File: src/rtl/vadd_sched_if.sv
// vadd_sched_if: request/grant, adder issue and write-back signals of the vector-add scheduler
interface vadd_sched_if;
  logic [1:0] Req, Gnt, Done;
  logic       Issue, Ov, Write, V, Busy;
  logic [3:0] ElemIdx, WrIdx;
  modport master(output Req, Ov, input Gnt, Issue, ElemIdx, Write, WrIdx, V, Done, Busy);
  modport slave(input Req, Ov, output Gnt, Issue, ElemIdx, Write, WrIdx, V, Done, Busy);
endinterface

File: src/rtl/vadd_sched.sv
// vadd_sched: round-robin scheduler sharing one pipelined 16-bit adder between two vector-add requesters
module vadd_sched #(
  parameter int NELEM = 16,
  parameter int LAT = 2
) (
  input logic Clk,
  input logic Rst_n,
  vadd_sched_if.slave bus
);
  typedef enum logic [1:0] {IDLE, ISSUE, DRAIN, DONE} state_t;
  state_t state, state_nx;
  logic [3:0] cnt, elem;
  logic [1:0] gnt, pick;
  logic ptr, v, issue;
  logic [LAT-1:0] iss_d;
  logic [LAT-1:0][3:0] idx_d;
  assign pick = (bus.Req == 2'b11) ? (ptr ? 2'b10 : 2'b01) : bus.Req;
  assign issue = state == ISSUE;
  assign elem = issue ? cnt : 4'd0;
  always_comb begin
    state_nx = state == IDLE  ? (|bus.Req ? ISSUE : IDLE) :
               state == ISSUE ? (cnt == 4'(NELEM - 1) ? DRAIN : ISSUE) :
               state == DRAIN ? (cnt == 4'(LAT - 1) ? DONE : DRAIN) : IDLE;
  end
  always_ff @(posedge Clk or negedge Rst_n)
    if (!Rst_n) state <= IDLE;
    else state <= state_nx;
  // cnt walks the element index in ISSUE and the drain cycles in DRAIN
  always_ff @(posedge Clk or negedge Rst_n)
    if (!Rst_n) begin
      cnt <= '0;
      gnt <= '0;
      ptr <= 1'b0;
      v <= 1'b0;
      iss_d <= '0;
      idx_d <= '0;
    end else begin
      cnt <= (state_nx == state && state != IDLE) ? cnt + 4'd1 : '0;
      iss_d <= LAT'({iss_d, issue});
      idx_d <= (4 * LAT)'({idx_d, elem});
      if (state == IDLE && |bus.Req) begin
        gnt <= pick;
        v <= 1'b0;
      end else if (state == DONE) begin
        gnt <= '0;
        ptr <= gnt[0];
      end
      if (iss_d[LAT-1]) v <= v | bus.Ov;
    end
  assign bus.Gnt = gnt;
  assign bus.Issue = issue;
  assign bus.ElemIdx = elem;
  assign bus.Write = iss_d[LAT-1];
  assign bus.WrIdx = idx_d[LAT-1];
  assign bus.V = v;
  assign bus.Done = state == DONE ? gnt : 2'b00;
  assign bus.Busy = state != IDLE;
endmodule

File: src/flat_wrapper.sv
// flat-port wrapper written by rule: the top's interface ports become plain ports
module vadd_sched_flat 
#(
  parameter int NELEM = 16,
  parameter int LAT = 2
)
  (Clk, Rst_n, bus_Req, bus_Ov, bus_Gnt, bus_Issue, bus_ElemIdx, bus_Write, bus_WrIdx, bus_V, bus_Done, bus_Busy);
  vadd_sched_if bus_i ();
  input logic Clk;
  input logic Rst_n;
  input wire logic [$bits(bus_i.Req)-1:0] bus_Req;
  input wire logic [$bits(bus_i.Ov)-1:0] bus_Ov;
  output wire logic [$bits(bus_i.Gnt)-1:0] bus_Gnt;
  output wire logic [$bits(bus_i.Issue)-1:0] bus_Issue;
  output wire logic [$bits(bus_i.ElemIdx)-1:0] bus_ElemIdx;
  output wire logic [$bits(bus_i.Write)-1:0] bus_Write;
  output wire logic [$bits(bus_i.WrIdx)-1:0] bus_WrIdx;
  output wire logic [$bits(bus_i.V)-1:0] bus_V;
  output wire logic [$bits(bus_i.Done)-1:0] bus_Done;
  output wire logic [$bits(bus_i.Busy)-1:0] bus_Busy;
  assign bus_i.Req = bus_Req;
  assign bus_i.Ov = bus_Ov;
  assign bus_Gnt = bus_i.Gnt;
  assign bus_Issue = bus_i.Issue;
  assign bus_ElemIdx = bus_i.ElemIdx;
  assign bus_Write = bus_i.Write;
  assign bus_WrIdx = bus_i.WrIdx;
  assign bus_V = bus_i.V;
  assign bus_Done = bus_i.Done;
  assign bus_Busy = bus_i.Busy;
  vadd_sched #(.NELEM(NELEM), .LAT(LAT)) u_core (.Clk(Clk), .Rst_n(Rst_n), .bus(bus_i));
endmodule
File: config.mk
export PLATFORM = sky130hd
export DESIGN_NAME = vadd_sched_flat
export DESIGN_NICKNAME = d
export VERILOG_FILES = /design/src/rtl/vadd_sched_if.sv /design/src/rtl/vadd_sched.sv /design/src/flat_wrapper.sv
export SDC_FILE = /design/constraint.sdc
export NUM_CORES = 1
export LEC_CHECK = 0
export CAP_MARGIN = 15
export CORE_UTILIZATION = 50
export DETAILED_ROUTE_END_ITERATION = 16
export DONT_BUFFER_PORTS = 1
export PLACE_DENSITY_LB_ADDON = 0.05
export SYNTH_ARGS = -nofsm -noshare
export SYNTH_HDL_FRONTEND = slang
export SYNTH_SLANG_ARGS = --single-unit
File: constraint.sdc
create_clock -name Clk -period 1.9 [get_ports Clk]
set_clock_uncertainty 0.15 [all_clocks]
set_input_delay 0.57 -clock Clk [delete_from_list [all_inputs] [get_ports Clk]]
set_output_delay 0.57 -clock Clk [all_outputs]
set_load 0.1 [all_outputs]
==> results of run 1 <==
[metrics by stage]
step / instances / setup TNS, ps
floorplan: 69 / 0
global placement: 92 / 0
detailed placement: 92 / 0
CTS: 97 / -657.6
global route: 97 / -1083
finish: 97 / -634.5
[what timing repair did]
item                                    in CTS  in global routing
hold endpoints to repair                    20                  0
endpoints found under the setup margin       8                  8
gates resized for setup                      3                  0
cloned                                       0                  0
hold buffers                                 1                  0
pin swaps                                    3                  0
[metal layers]
metal | track usage, % | part of all wire [%] | up-vias
met1 | 17.78 | 44 | 252
met4 | 7.273 | 0.46 | 0
li1 | - | - | 249
met3 | 3.404 | 5.4 | 2
met2 | 27.46 | 50 | 14
met5 | 0 | 0 | -
[how the worst min path moves through the flow]
stage	startpoint	end	slack, ps	cells after the start
floorplan	Rst_n	u_core.bus.Gnt[0]$_DFFE_PN0P_	120	0
global route	u_core.idx_d[0]$_DFF_PN0_	u_core.bus.WrIdx[0]$_DFF_PN0_	220	0
finish	u_core.idx_d[0]$_DFF_PN0_	u_core.bus.WrIdx[0]$_DFF_PN0_	210	0
CTS	u_core.iss_d[0]$_DFF_PN0_	u_core.iss_d[1]$_DFF_PN0_	210	0
global placement	Rst_n	u_core.bus.WrIdx[1]$_DFF_PN0_	120	0
detailed placement	Rst_n	u_core.bus.WrIdx[0]$_DFF_PN0_	120	0
[Yosys cell counts, types with 2 or more instances]
cell | n | area, um2
a2bb2oi_1 | 2 | 17.52
and2_1 | 3 | 18.77
nand3_1 | 2 | 10.01
ha_1 | 2 | 25.02
o21ai_0 | 3 | 15.01
nor2_1 | 4 | 15.01
inv_1 | 2 | 7.510
nand2b_1 | 2 | 12.51
dfrtp_1 | 20 | 500.5
buf_6 | 2 | 22.52
buf_4 | 4 | 30.03
nor2b_1 | 2 | 12.51
nand2_1 | 5 | 18.77
and3_1 | 2 | 12.51
[kinds of logic (layout without fill, tap and decap cells)]
logic type,Yosys count,in the layout,share of synthesized area [%]
AND/OR/NAND/NOR,25,25,16.72
flip-flops,20,20,59.17
AO/OA/AOI/OAI,12,12,11.98
buffers and inverters,8,20,7.101
adder cells (fa/ha/maj),2,2,2.958
XOR/XNOR,2,2,2.071
[area by class of cell]
class | instances | area, um2 | area share, %
Inverter | 2 | 7.507 | 0.7398
Multi-Input combinational cell | 41 | 311.5 | 30.70
Timing Repair Buffer | 14 | 136.4 | 13.44
Tap cell | 16 | 20.02 | 1.973
Sequential cell | 20 | 503.0 | 49.57
Clock buffer | 4 | 36.28 | 3.576
[state kept, by name, summed over array words and instances (netlist names)]
name and flops:
u_core.state 2, u_core.iss_d 2, u_core.idx_d 4, u_core.ptr 1, u_core.bus.Gnt 2, u_core.cnt 4, u_core.bus.WrIdx 4, u_core.bus.V 1
[cells in the final DEF, fill, tap and decap left out, drive strengths merged, types with 3 or more instances in the layout]
cell / count
dfrtp: 20
buf: 13
nand2: 5
and2: 5
nor2: 4
clkbuf: 4
o21ai: 3
==> impl_metrics.ini, run 1 <==
[status]
outcome = finished with violations
violations = negative setup slack

[critical_path]
cp_max_fo = 6
cpPeakStageDelay_ps = 430
critical_path.cell_chain = nor2b_4 > and2_4
worstPathRequired_ps = 1180
cp-startpoint = u_core.state[1]$_DFF_PN0_
path_delay_family = simple AND/OR/NAND/NOR gates
critical_path.startpoint_type = flop
r2r_setup_slack_ps = 360
critPathKind = reg2out
r2r-start = u_core.cnt[1]$_DFF_PN0_
critPathArrivalTime_ps = 1280
worstSetupEndpointType = primary output
r2r-end = u_core.cnt[3]$_DFF_PN0_
ff2ff_path_depth = 5
cp.depth = 2
worstSetupEndpoint = bus_ElemIdx[3]
slowest_stage = dfrtp_1
cp.buffers_inverters = 0

[synthesis]
ys_warn_count = 0
async_reset_ff_share_pct = 100.0
synth-edff-count = 0
syn_area_um2 = 845.8
syn-num-nets = 76
yosysSeqAreaShare_pct = 59.17
syn_inst = 69
yosysUniqueCellTypes = 28
ys_seq_elements = 20
syn_avg_cell_area_um2 = 12.26
ys.flop_type = dfrtp_1

[sta]
fin_hold_ws_ps = 209.9
drv_slew = 0
max_freq_mhz = 499.0
worst_pin_slew_ps = 841.2
fin_crit_ps = 2004
slew_headroom_pct = 43.73
worst_slack_ps = -104.1
finalCritPeriodShare_pct = 105.5
hold_violations = 0
setup_violations = 8
rsz0062_at_grt = true

[floorplan]
core_area_um2 = 1541
die_w_um = 43.13
initial_core_util_pct = 54.87
fp.dieH_um = 43.13
dieArea_um2 = 1860
pin_count = 21
num_rows = 14

[global_route]
grt_pass1_wl_um = 2104
grt_pass1_vias = 514
track_usage_pct = 15.64
antenna_found_initial = 0
grt_max_degree = 21
overflow = 0

[route]
vias = 517
drt-initial-drc-count = 4
drtAntennaViolNets = 0
wl_per_cell_um = 13.52
dr.pass1.iters = 4
remaining_drc_errors = 0
wirelength_um = 1311
vias_per_cell = 5.330

[placement]
detailed_place_hpwl_um = 942.1
routabilityCongestion = 0.7613
numPortBuffers = 0
dp_slack_ps = 192.3
place_area_um2 = 957.2

[final_layout]
stdcell_area_um2 = 1015
final_nets = 89
nFillCells = 126
area_delta_synth_final_pct = 19.97
drive_above_1_share_pct = 37.04
utilization_pct = 65.83
antenna_cells = 0

[job]
maxCapViolations = 0

[clocking]
clockBufferDepth = 2
cts_setup_buffers = 0
clk_pin_slew_ps = 110
cts_tree = built
ctsHtreeMaxLevel = 1
insertion_delay_ps = 290
cts_buffers = 3
clock-sinks = 20
clockRootBuffer = clkbuf_4

[worst_hold_path]
hold_class = reg2reg
Power of run 1 is left out: the tool's default activity adds up to more than one toggle a clock period on the data nets, which glitch-free logic cannot reach.
==> run 2, diff against run 1 <==
CORE_ASPECT_RATIO = 1.5   (was default)
CORE_UTILIZATION = 25   (was 50)
==> impl_metrics.ini, run 2 (synthesis gave the netlist of run 1 again) <==
[floorplan]
num_rows = 25
core_area_um2 = 3191
fp.dieH_um = 73.24
die_w_um = 49.49
dieArea_um2 = 3625
initial_core_util_pct = 26.51
pin_count = 21

[route]
vias_per_cell = 4.464
dr.pass1.iters = 2
vias = 558
drt-initial-drc-count = 5
remaining_drc_errors = 0
drtAntennaViolNets = 0
wirelength_um = 1616
wl_per_cell_um = 12.93

[status]
outcome = finished with violations
violations = negative setup slack

[sta]
worst_slack_ps = -76.69
hold_violations = 0
fin_crit_ps = 1977
fin_hold_ws_ps = 196.5
setup_violations = 8
rsz0062_at_grt = true
slew_headroom_pct = 39.89
max_freq_mhz = 505.9
drv_slew = 0
finalCritPeriodShare_pct = 104.0
finalSetupTns_ps = -305.5
worst_pin_slew_ps = 898.7

[global_route]
overflow = 0
grt_max_degree = 21
antenna_found_initial = 0
grt_pass1_wl_um = 2760
track_usage_pct = 10.22
grt_pass1_vias = 584

[final_layout]
layout.cells.non_filler = 125
utilization_pct = 35.45
drive_above_1_share_pct = 40.00
area_delta_synth_final_pct = 33.73
final_cell_mix = dfrtp_1, buf_4, nand2_1
final_nets = 93
antenna_cells = 0
layout_commonest_cell = dfrtp_1

[critical_path]
critPathKind = reg2out
worstPathRequired_ps = 1180
critical_path.cell_chain = buf_4 > or2_4 > buf_12
cp_max_fo = 7
r2r_setup_slack_ps = 350
worstSetupEndpointType = primary output
critical_path.startpoint_type = flop
cpPeakStageDelay_ps = 410
slowest_stage = dfrtp_1
critPathArrivalTime_ps = 1260

[clocking]
clock-sinks = 20
clk_pin_slew_ps = 80
ctsHtreeMaxLevel = 1
cts_tree = built
insertion_delay_ps = 260
clockBufferDepth = 2
clockRootBuffer = clkbuf_8
cts_buffers = 3

[placement]
numPortBuffers = 0
routabilityCongestion = 0.7202
dp_cells = 118
detailed_place_hpwl_um = 1200

[job]
maxCapViolations = 0

[worst_hold_path]
hold_class = reg2reg
[run 2: changes by cell type in the layout (fill, tap and decap cells not counted)]
cell,change
buf_12,+2
bufinv_16,+1
clkbuf_8,+2
buf_6,-1
clkbuf_4,-3
buf_4,+3
[run 2: path summary, 6_finish.rpt]
path,start,to,depth (start not counted)
worst min-delay path,u_core.iss_d[0]$_DFF_PN0_,u_core.iss_d[1]$_DFF_PN0_,0
worst max register to register,u_core.cnt[1]$_DFF_PN0_,u_core.cnt[2]$_DFF_PN0_,5
worst min register to register,u_core.iss_d[0]$_DFF_PN0_,u_core.iss_d[1]$_DFF_PN0_,0
max in group asynchronous,Rst_n,u_core.bus.Gnt[0]$_DFFE_PN0P_,1
worst max-delay path,u_core.state[1]$_DFF_PN0_,bus_Busy,3
min in group asynchronous,Rst_n,u_core.bus.WrIdx[1]$_DFF_PN0_,1
[run 2: what timing repair did]
item | 4_1_cts | 5_1_grt
hold buffers | 1 | 0
resized for setup | 2 | 3
setup buffers | 1 | 1
endpoints found under the hold margin | 20 | 0
pin swaps | 2 | 1
setup endpoints to repair | 6 | 8
[run 2: metal layers]
layer	global-route usage, %	up-vias	routed length (um)
met2	17.81	14	848
met1	11.17	281	648
met4	5.714	0	22
met3	2.708	2	96
li1	-	261	-
met5	0	-	0
[run 2: cell type report]
cell class              instances  area (um2)
clock buffers                   3       41.29
well taps                      40       50.05
multi-input cells              41       311.5
clock inverters                 1       30.03
fillers                       346        2059
flip-flops and latches         20       503.0
repair buffers                 18       187.7
inverters                       2       7.507
[run 2: worst max-delay path: cells and delay by family (launching register included)]
family / cells / cell delay, ps
flip-flops: 1 / 410
AND/OR/NAND/NOR: 1 / 260
buffers and inverters: 2 / 340
[run 2: through the flow]
stage / cell area (um2) / setup WS [ps]
2_1_floorplan: 870.8 / 3.861
3_3_place_gp: 1015 / 126.1
3_5_place_dp: 1015 / 111.3
4_1_cts: 1111 / -84.88
5_1_grt: 1131 / -124.3
6_report: 1131 / -76.69
Power of run 2 is left out for the same reason.
==> run 3, diff against run 2 <==
ABC_CLOCK_PERIOD_IN_PS = 1900   (was default)
==> results of run 3 <==
No change in the layout: final DEF, timing and power equal those of run 2.
Power of run 3 is left out for the same reason.
